==> src/rtl/bp_be_late_wb_arb.sv <==
// bp_be_late_wb_arb
//   Consumer side of the late-writeback valid/yumi interface. It arbitrates
//   round-robin among num_src_p long-latency sources and keeps the winner in
//   a one-entry holding register. That register drains into the shared
//   regfile late write port on any cycle the early writeback leaves the port
//   free. If a held write is blocked for starve_limit_p cycles, the block
//   asserts stall_o to request a writeback bubble.
//
//   The processor-config parameters are flattened into reg_addr_width_p and
//   dword_width_p. The packet is opaque to this block and passes through
//   unmodified. Its default layout is:
//   {late, ird_w_v, frd_w_v, fflags_w_v, rd_addr, rd_data, fflags[4:0]}.
//
//   Optional macro BP_LATE_WB_BYPASS_EN: when the holding register is empty
//   and the port is free, the winner goes straight to wb_pkt_o in the same
//   cycle and is not loaded into the holding register.
module bp_be_late_wb_arb #(
  parameter int num_src_p        = 2,
  parameter int starve_limit_p   = 7,
  parameter int reg_addr_width_p = 5,
  parameter int dword_width_p    = 64,
  localparam int wb_pkt_width_lp = 4 + reg_addr_width_p + dword_width_p + 5
) (
  input  logic                                 clk_i,
  input  logic                                 reset_i,
  input  logic [num_src_p*wb_pkt_width_lp-1:0] wb_pkt_i,
  input  logic [num_src_p-1:0]                 v_i,
  output logic [num_src_p-1:0]                 yumi_o,
  input  logic                                 early_wb_busy_i,
  output logic [wb_pkt_width_lp-1:0]           wb_pkt_o,
  output logic                                 wb_v_o,
  output logic                                 stall_o,
  output logic                                 busy_o
);

  localparam int ptr_width_lp = (num_src_p > 1) ? $clog2(num_src_p) : 1;

  logic                       hold_v_q, hold_v_d;
  logic [wb_pkt_width_lp-1:0] hold_q, hold_d;
  logic [ptr_width_lp-1:0]    rr_q, rr_d;
  logic [7:0]                 starve_cnt_q, starve_cnt_d;

  logic                       win_v;
  logic [ptr_width_lp-1:0]    win_idx;
  logic [wb_pkt_width_lp-1:0] win_pkt;
  logic                       drain, accept_en, accept, bypass, load;
  int                         idx;

  // Round-robin pick: the first valid source at or after the rr pointer.
  always_comb begin
    win_v   = 1'b0;
    win_idx = '0;
    idx     = 0;
    for (int k = 0; k < num_src_p; k++) begin
      idx = int'(rr_q) + k;
      if (idx >= num_src_p) idx = idx - num_src_p;
      if (!win_v && v_i[idx]) begin
        win_v   = 1'b1;
        win_idx = ptr_width_lp'(idx);
      end
    end
    win_pkt = wb_pkt_i[win_idx*wb_pkt_width_lp +: wb_pkt_width_lp];
  end

  // Drain/accept decisions, next-state values and outputs.
  always_comb begin
    drain     = hold_v_q & ~early_wb_busy_i;
    accept_en = ~hold_v_q | drain;
    bypass    = 1'b0;
`ifdef BP_LATE_WB_BYPASS_EN
    bypass    = ~hold_v_q & ~early_wb_busy_i & win_v & ~reset_i;
`endif
    // Nothing is accepted in a reset cycle: the sources are reset alongside us.
    accept    = accept_en & win_v & ~reset_i;
    load      = accept & ~bypass;

    hold_v_d  = load | (hold_v_q & ~drain);
    hold_d    = load ? win_pkt : hold_q;

    rr_d = rr_q;
    if (accept) begin
      rr_d = (int'(win_idx) == num_src_p - 1) ? '0 : win_idx + 1'b1;
    end

    starve_cnt_d = starve_cnt_q;
    if (drain) begin
      starve_cnt_d = '0;
    end else if (hold_v_q && early_wb_busy_i && (starve_cnt_q != 8'(starve_limit_p))) begin
      starve_cnt_d = starve_cnt_q + 8'd1;
    end

    yumi_o = '0;
    if (accept) yumi_o[win_idx] = 1'b1;

    // A packet held at reset is discarded, so it must not commit in that cycle.
    wb_v_o   = (drain | bypass) & ~reset_i;
    busy_o   = hold_v_q & ~reset_i;
    stall_o  = hold_v_q & (starve_cnt_q == 8'(starve_limit_p)) & ~reset_i;
    wb_pkt_o = '0;
    if (!reset_i) begin
      if (bypass)        wb_pkt_o = win_pkt;
      else if (hold_v_q) wb_pkt_o = hold_q;
    end
  end

  // State registers with synchronous reset.
  always_ff @(posedge clk_i) begin
    if (reset_i) begin
      hold_v_q     <= 1'b0;
      hold_q       <= '0;
      rr_q         <= '0;
      starve_cnt_q <= '0;
    end else begin
      hold_v_q     <= hold_v_d;
      hold_q       <= hold_d;
      rr_q         <= rr_d;
      starve_cnt_q <= starve_cnt_d;
    end
  end

`ifndef SYNTHESIS
  // At most one accept per cycle, and only to a source that is offering.
  always_ff @(posedge clk_i) begin
    if (!reset_i) begin
      assert ($onehot0(yumi_o));
      assert ((yumi_o & ~v_i) == '0);
    end
  end
`endif

endmodule

==> config.mk <==
export PLATFORM = sky130hd
export DESIGN_NAME = bp_be_late_wb_arb
export DESIGN_NICKNAME = d
export VERILOG_FILES = /design/src/rtl/bp_be_late_wb_arb.sv
export SDC_FILE = /design/constraint.sdc
export NUM_CORES = 1
export LEC_CHECK = 0
export BUFFER_PORTS_ARGS = -buffer_cell sky130_fd_sc_hd__buf_2
export CORE_MARGIN = 2
export CORE_UTILIZATION = 40
export DETAILED_ROUTE_END_ITERATION = 10
export PLACE_DENSITY_LB_ADDON = 0.1
export SYNTH_ARGS = -nofsm -noshare
export SYNTH_HDL_FRONTEND = slang
export SYNTH_SLANG_ARGS = --single-unit
==> constraint.sdc <==
create_clock -name clk_i -period 4.25 [get_ports clk_i]
set_clock_uncertainty 0.1 [all_clocks]
set_input_delay 0.6375 -clock clk_i [delete_from_list [all_inputs] [get_ports clk_i]]
set_output_delay 0.6375 -clock clk_i [all_outputs]
set_load 0.1 [all_outputs]
# --- After elaboration in Yosys (flattened, before gate mapping) ---
# Index checks and enable logic that the tools add are counted.
word_totals:
  wordCells: 57
  reg_bits: 88
  input_bits: 161
  out_inout_bits: 83
classes:
  reduce_logical: 6
  shifts: 1
  magnitude_cmp: 6
  n_mul: 1
  mux: 18
  n_bitwise: 14
  eq_ne: 2
  add_sub_neg: 5
op_table:
  columns: ["op", "count"]
  rows:
  - ["$mux W78", 2]
  - ["$shiftx A156 B9 Y78", 1]
  - ["$lt A32 B3 Y1 const B", 2]
  - ["$mux W32", 2]
  - ["$mux W1", 12]
  - ["$add A8 B1 Y8 const B", 1]
  - ["$and A1 B1 Y1", 8]
  - ["$eq A8 B3 Y1 const B", 1]
  - ["$ne A8 B3 Y1 const B", 1]
  - ["$mul A1 B6 Y7 const B", 1]
  - ["$logic_and A1 B1 Y1", 4]
  - ["$not A1 Y1", 4]
  - ["$sub A1 B2 Y3 const B", 1]
  - ["$sub A2 B2 Y3 const B", 1]
  - ["$add A1 B1 Y2 const B", 1]
  - ["$ge A1 B2 Y1 const B", 1]
  - ["$ge A2 B2 Y1 const B", 1]
  - ["$lt A1 B2 Y1 const B", 1]
  - ["$mux W2", 1]
  - ["$or A1 B1 Y1", 2]
  - ["$reduce_or A2 Y1", 1]
  - ["$add A1 B1 Y1 const B", 1]
  - ["$demux W1 S1", 1]
  - ["$ge A1 B1 Y1 const B", 1]
  - ["$logic_not A1 Y1", 1]

# --- Longest topological paths before layout ---
depth:
  depth_word: 14
  depth_mapped: 7
  ltp_nobuf: 4

# --- Worst setup path before layout ---
# OpenSTA, ideal clock, no wires.
synth_timing:
  path_type: "input-to-output"
  startpoint: "input port reset_i"
  endpoint: "output port stall_o"
  setup_slack_ns: 0.099
  t_arrival_ns: 3.414
  path_stages: 5
  cell_sequence: "clkbuf_1 buf_2 buf_1 nor2_1 and3_1"
synth_via:
  elab_chain_cells: 2
synth_rtl:
  columns: ["item", "line_no", "rtl"]
  rows:
  - ["start: declaration", "25", "input logic reset_i,"]
  - ["$not A1 Y1", "98", "stall_o = hold_v_q & (starve_cnt_q == 8'(starve_limit_p)) & ~reset_i;"]
  - ["$and A1 B1 Y1", "98", null]
  - ["end: declaration", "32", "output logic stall_o,"]
# No other way between the ends.

# --- Worst setup path after layout ---
layout_timing:
  startpoint: "input port reset_i"
  endpoint: "output port yumi_o[0]"
layout_via:
  elab_chain_cells: 3
layout_rtl:
  columns: ["item", "line_no", "rtl"]
  rows:
  - ["$not A1 Y1", "74", "accept = accept_en & win_v & ~reset_i;"]
  - ["$and A1 B1 Y1", "74", null]
  - ["$mux W2", "93", "if (accept) yumi_o[win_idx] = 1'b1;"]
  - ["end: declaration", "28", "output logic [num_src_p-1:0] yumi_o,"]
# No other way between the ends.

==> summary.md <==
| Metric | Value |
|---|---|
| Status | complete, no violations |
| Post-Layout Cell Count | 780 |
| Num ports | roughly 240 |
| Flops & latches, synth | a little under 90 |
| Critical Path RT | around 3500 ps |
| Post_cts resized | 0 |
| Core Area | between 10000 and 15000 sq um |
| Number of global-route vias before repair | 4253 |
| Most numerous cell in the Yosys netlist | dfxtp_1 |
| Top post-synthesis cells by area | dfxtp_1, a221o_1, nor3b_1 |
| Flop pwr share | 46.4% |
| Worst-path fanout max | 45 |
| Synth Instances | between 400 and 500 |
| WL final | between 10000 and 15000 um |
| Design area | around 5600 sq um |
| Startpoint Class | input pin |
| CTS Buffer Depth | 2 |
| Placed inst area | roughly 5400 sq um |
| Hold Crit Class | input pin to register |
| Max-Slew Margin vs Limit | between 40% and 50% |
| Core Rows | 37 |
| Total of warnings raised by yosys | 0 |
| Largest net degree at the start of global routing | about 80 |
| Worst EP arrival | about 2300 ps |
| Internal | 1360 uW |
| Clock transition at the registers of the reported paths | ~80 ps |
| WL met1 | between 5000 and 6000 um |
| Via density | 5.65 |
| # setup viols final | 0 |
| Fmax | 332 MHz |
| Post-synth ARST share | 0% |
| Leakage | 0.00288 uW |
| Area leader, netlist | dfxtp_1 |
| # placed instances | 763 |
| Final ANT Viol Nets | 0 |
| Final hold vios | 0 |
| Met2 Wirelength | 6650 um |
| GRT Total Usage | ~23% |
| Tot Pwr | 1990 uW |
| Share of cells above drive strength 1 | between 40% and 50% |
| Max-cap viol count | 0 |
| GRT overflow | 0 |
| Residual DRC | 0 |
| Clk_lat worst skew | 360 ps |
| Syn_nets | between 500 and 600 |
| Post-synth EDFFs | 0 |
| Initial antenna violation count | 1 |
| Highest Signal Layer | met4 |
| Syn_area_per_cell | 9.76 sq um |
| Synth cell types | 30 |
| Total iterations of the first detailed-routing run | 4 |
| Area grow syn2layout | 34.3% |
| TritonCTS clock tree | done |
| Sw power | roughly 630 uW |
| IO buf count | around 240 |
| Comb power frac | 23.9% |
| First-pass GRT wire length | between 20000 and 25000 um |
| Clock H-tree levels | 3 |
| Die area | approximately 11000 sq um |
| Final Slew Violations | 0 |
| Nets@finish | 800 |
| Share of the yosys chip area belonging to registers | between 40% and 50% |
| Main synth FF type | dfxtp_1 |
| Die H | approximately 110 um |
| Setup TNS Final | 0 ps |
| Post-synth design cell area | about 4200 sq um |
| Pwr dens | around 350 nW/um^2 |
| RePlAce Congestion | slightly below 0.8 |
| Via Count | 4405 |
| Crit path time final | about 3000 ps |
| Footprint of the multi-input gates | 2210 sq um |
| RSZ-0062 raised after global routing | false |
| Routed len/inst | approximately 18 um |
| Register area | approximately 1800 sq um |
| Clock power share | 29.6% |
| Synth top area share | between 40% and 50% |
| Worst-Margin Slew | around 870 ps |
| Clock sink count | 88 |
| CTS Root Cell | clkbuf_8 |
| Peak supply drop | approximately 0.00022 V |
| DR WL met3 | a little over 900 um |
| Die width | around 110 um |
| Setup CP Type | input pin to output port |
| Hold Buf Count CTS | 0 |
| Initial DRC count | roughly 260 |
| Post-CTS Setup Inserts | 0 |
| CP Capture Type | output port |
| CTS Buf Count | 9 |
| Fin crit share | 70.9% |
| Starting Density | between 40% and 50% |
| Post-DP HPWL | 9100 um |
| Top cells by count, synth | dfxtp_1, and3_1, a221o_1, nor3b_1, clkbuf_1 |
| Switch share | a little under a third |
| Filler Cell Count | approximately 980 |
power by group through the flow:
stage	clock network, uW	registers [uW]	logic (uW)
CTS	606	922	477
detailed placement	0	941	477
floorplan	0	929	343
global placement	0	938	470
global route	637	930	505
finish	588	922	476
placed cells by master, fill, tap and decap left out, drive strengths merged, types with 2 or more instances in the layout:
cell type and n:
buf 251, dfxtp 88, and3 80, nor3b 78, a221o 78, clkbuf 13, a21oi 9, o211ai 5
inv 5, mux2i 4, o21ai 3, nand3 3, a211o 3, nor2 2, nand4 2, o31ai 2
or4 2, or3 2, clkinv 2, nand2 2
kinds of logic (layout without fill, tap and decap cells):
family          count (synthesis)  count (layout)  synth area share, %
other cells                     0               1                    0
buf+inv                        60             272                 6.01
compound gates                104             104                 22.9
flops                          88              88                 41.9
mux                             4               4                0.952
simple gates                  174             174                 28.0
fa+ha+maj                       1               1                0.297
worst max-delay path, cell delays in order:
cell,delay [ps]
buf_2,100
buf_4,270
a21oi_1,170
and3_2,560
buf_2,530
sequential cells by signal, indices dropped and copies added (netlist names):
name          count
hold_q           78
hold_v_q          1
rr_q              1
starve_cnt_q      8
layer usage:
metal,vias to the layer above,global-route usage [%]
met4,0,6.22
met5,-,0
met1,2081,28.9
li1,2114,-
met2,193,38.4
met3,17,6.99
path summary, 6_finish.rpt:
path | start | to | slack, ps | depth (start not counted)
setup / recovery | reset_i | yumi_o[0] | 1240 | 5
hold / removal | wb_pkt_i[119] | hold_q[41]$_SDFFE_PP0P_ | 390 | 2
hold reg to reg | starve_cnt_q[6]$_SDFFE_PP0P_ | starve_cnt_q[6]$_SDFFE_PP0P_ | 390 | 2
setup reg to reg | hold_v_q$_SDFF_PP0_ | hold_q[45]$_SDFFE_PP0P_ | 1890 | 5
layout make-up:
type / count / area share, %
Multi-Input combinational cell: 283 / 39.1
Clock inverter: 3 / 0.709
Timing Repair Buffer: 251 / 22.8
Inverter: 5 / 0.332
Tap cell: 136 / 3.01
Antenna cell: 1 / 0.0443
Sequential cell: 88 / 31.2
Clock buffer: 13 / 2.81
stage by stage:
step                hold slack [ps]  setup WS (ps)  util [%]
global route                    369           1150      55.0
CTS                             375           1220      54.9
finish                          395           1240      55.0
floorplan                       352           98.8         -
global placement                374           1280      53.0
detailed placement              392           1230      53.0
(Power assumes the default switching activity.)
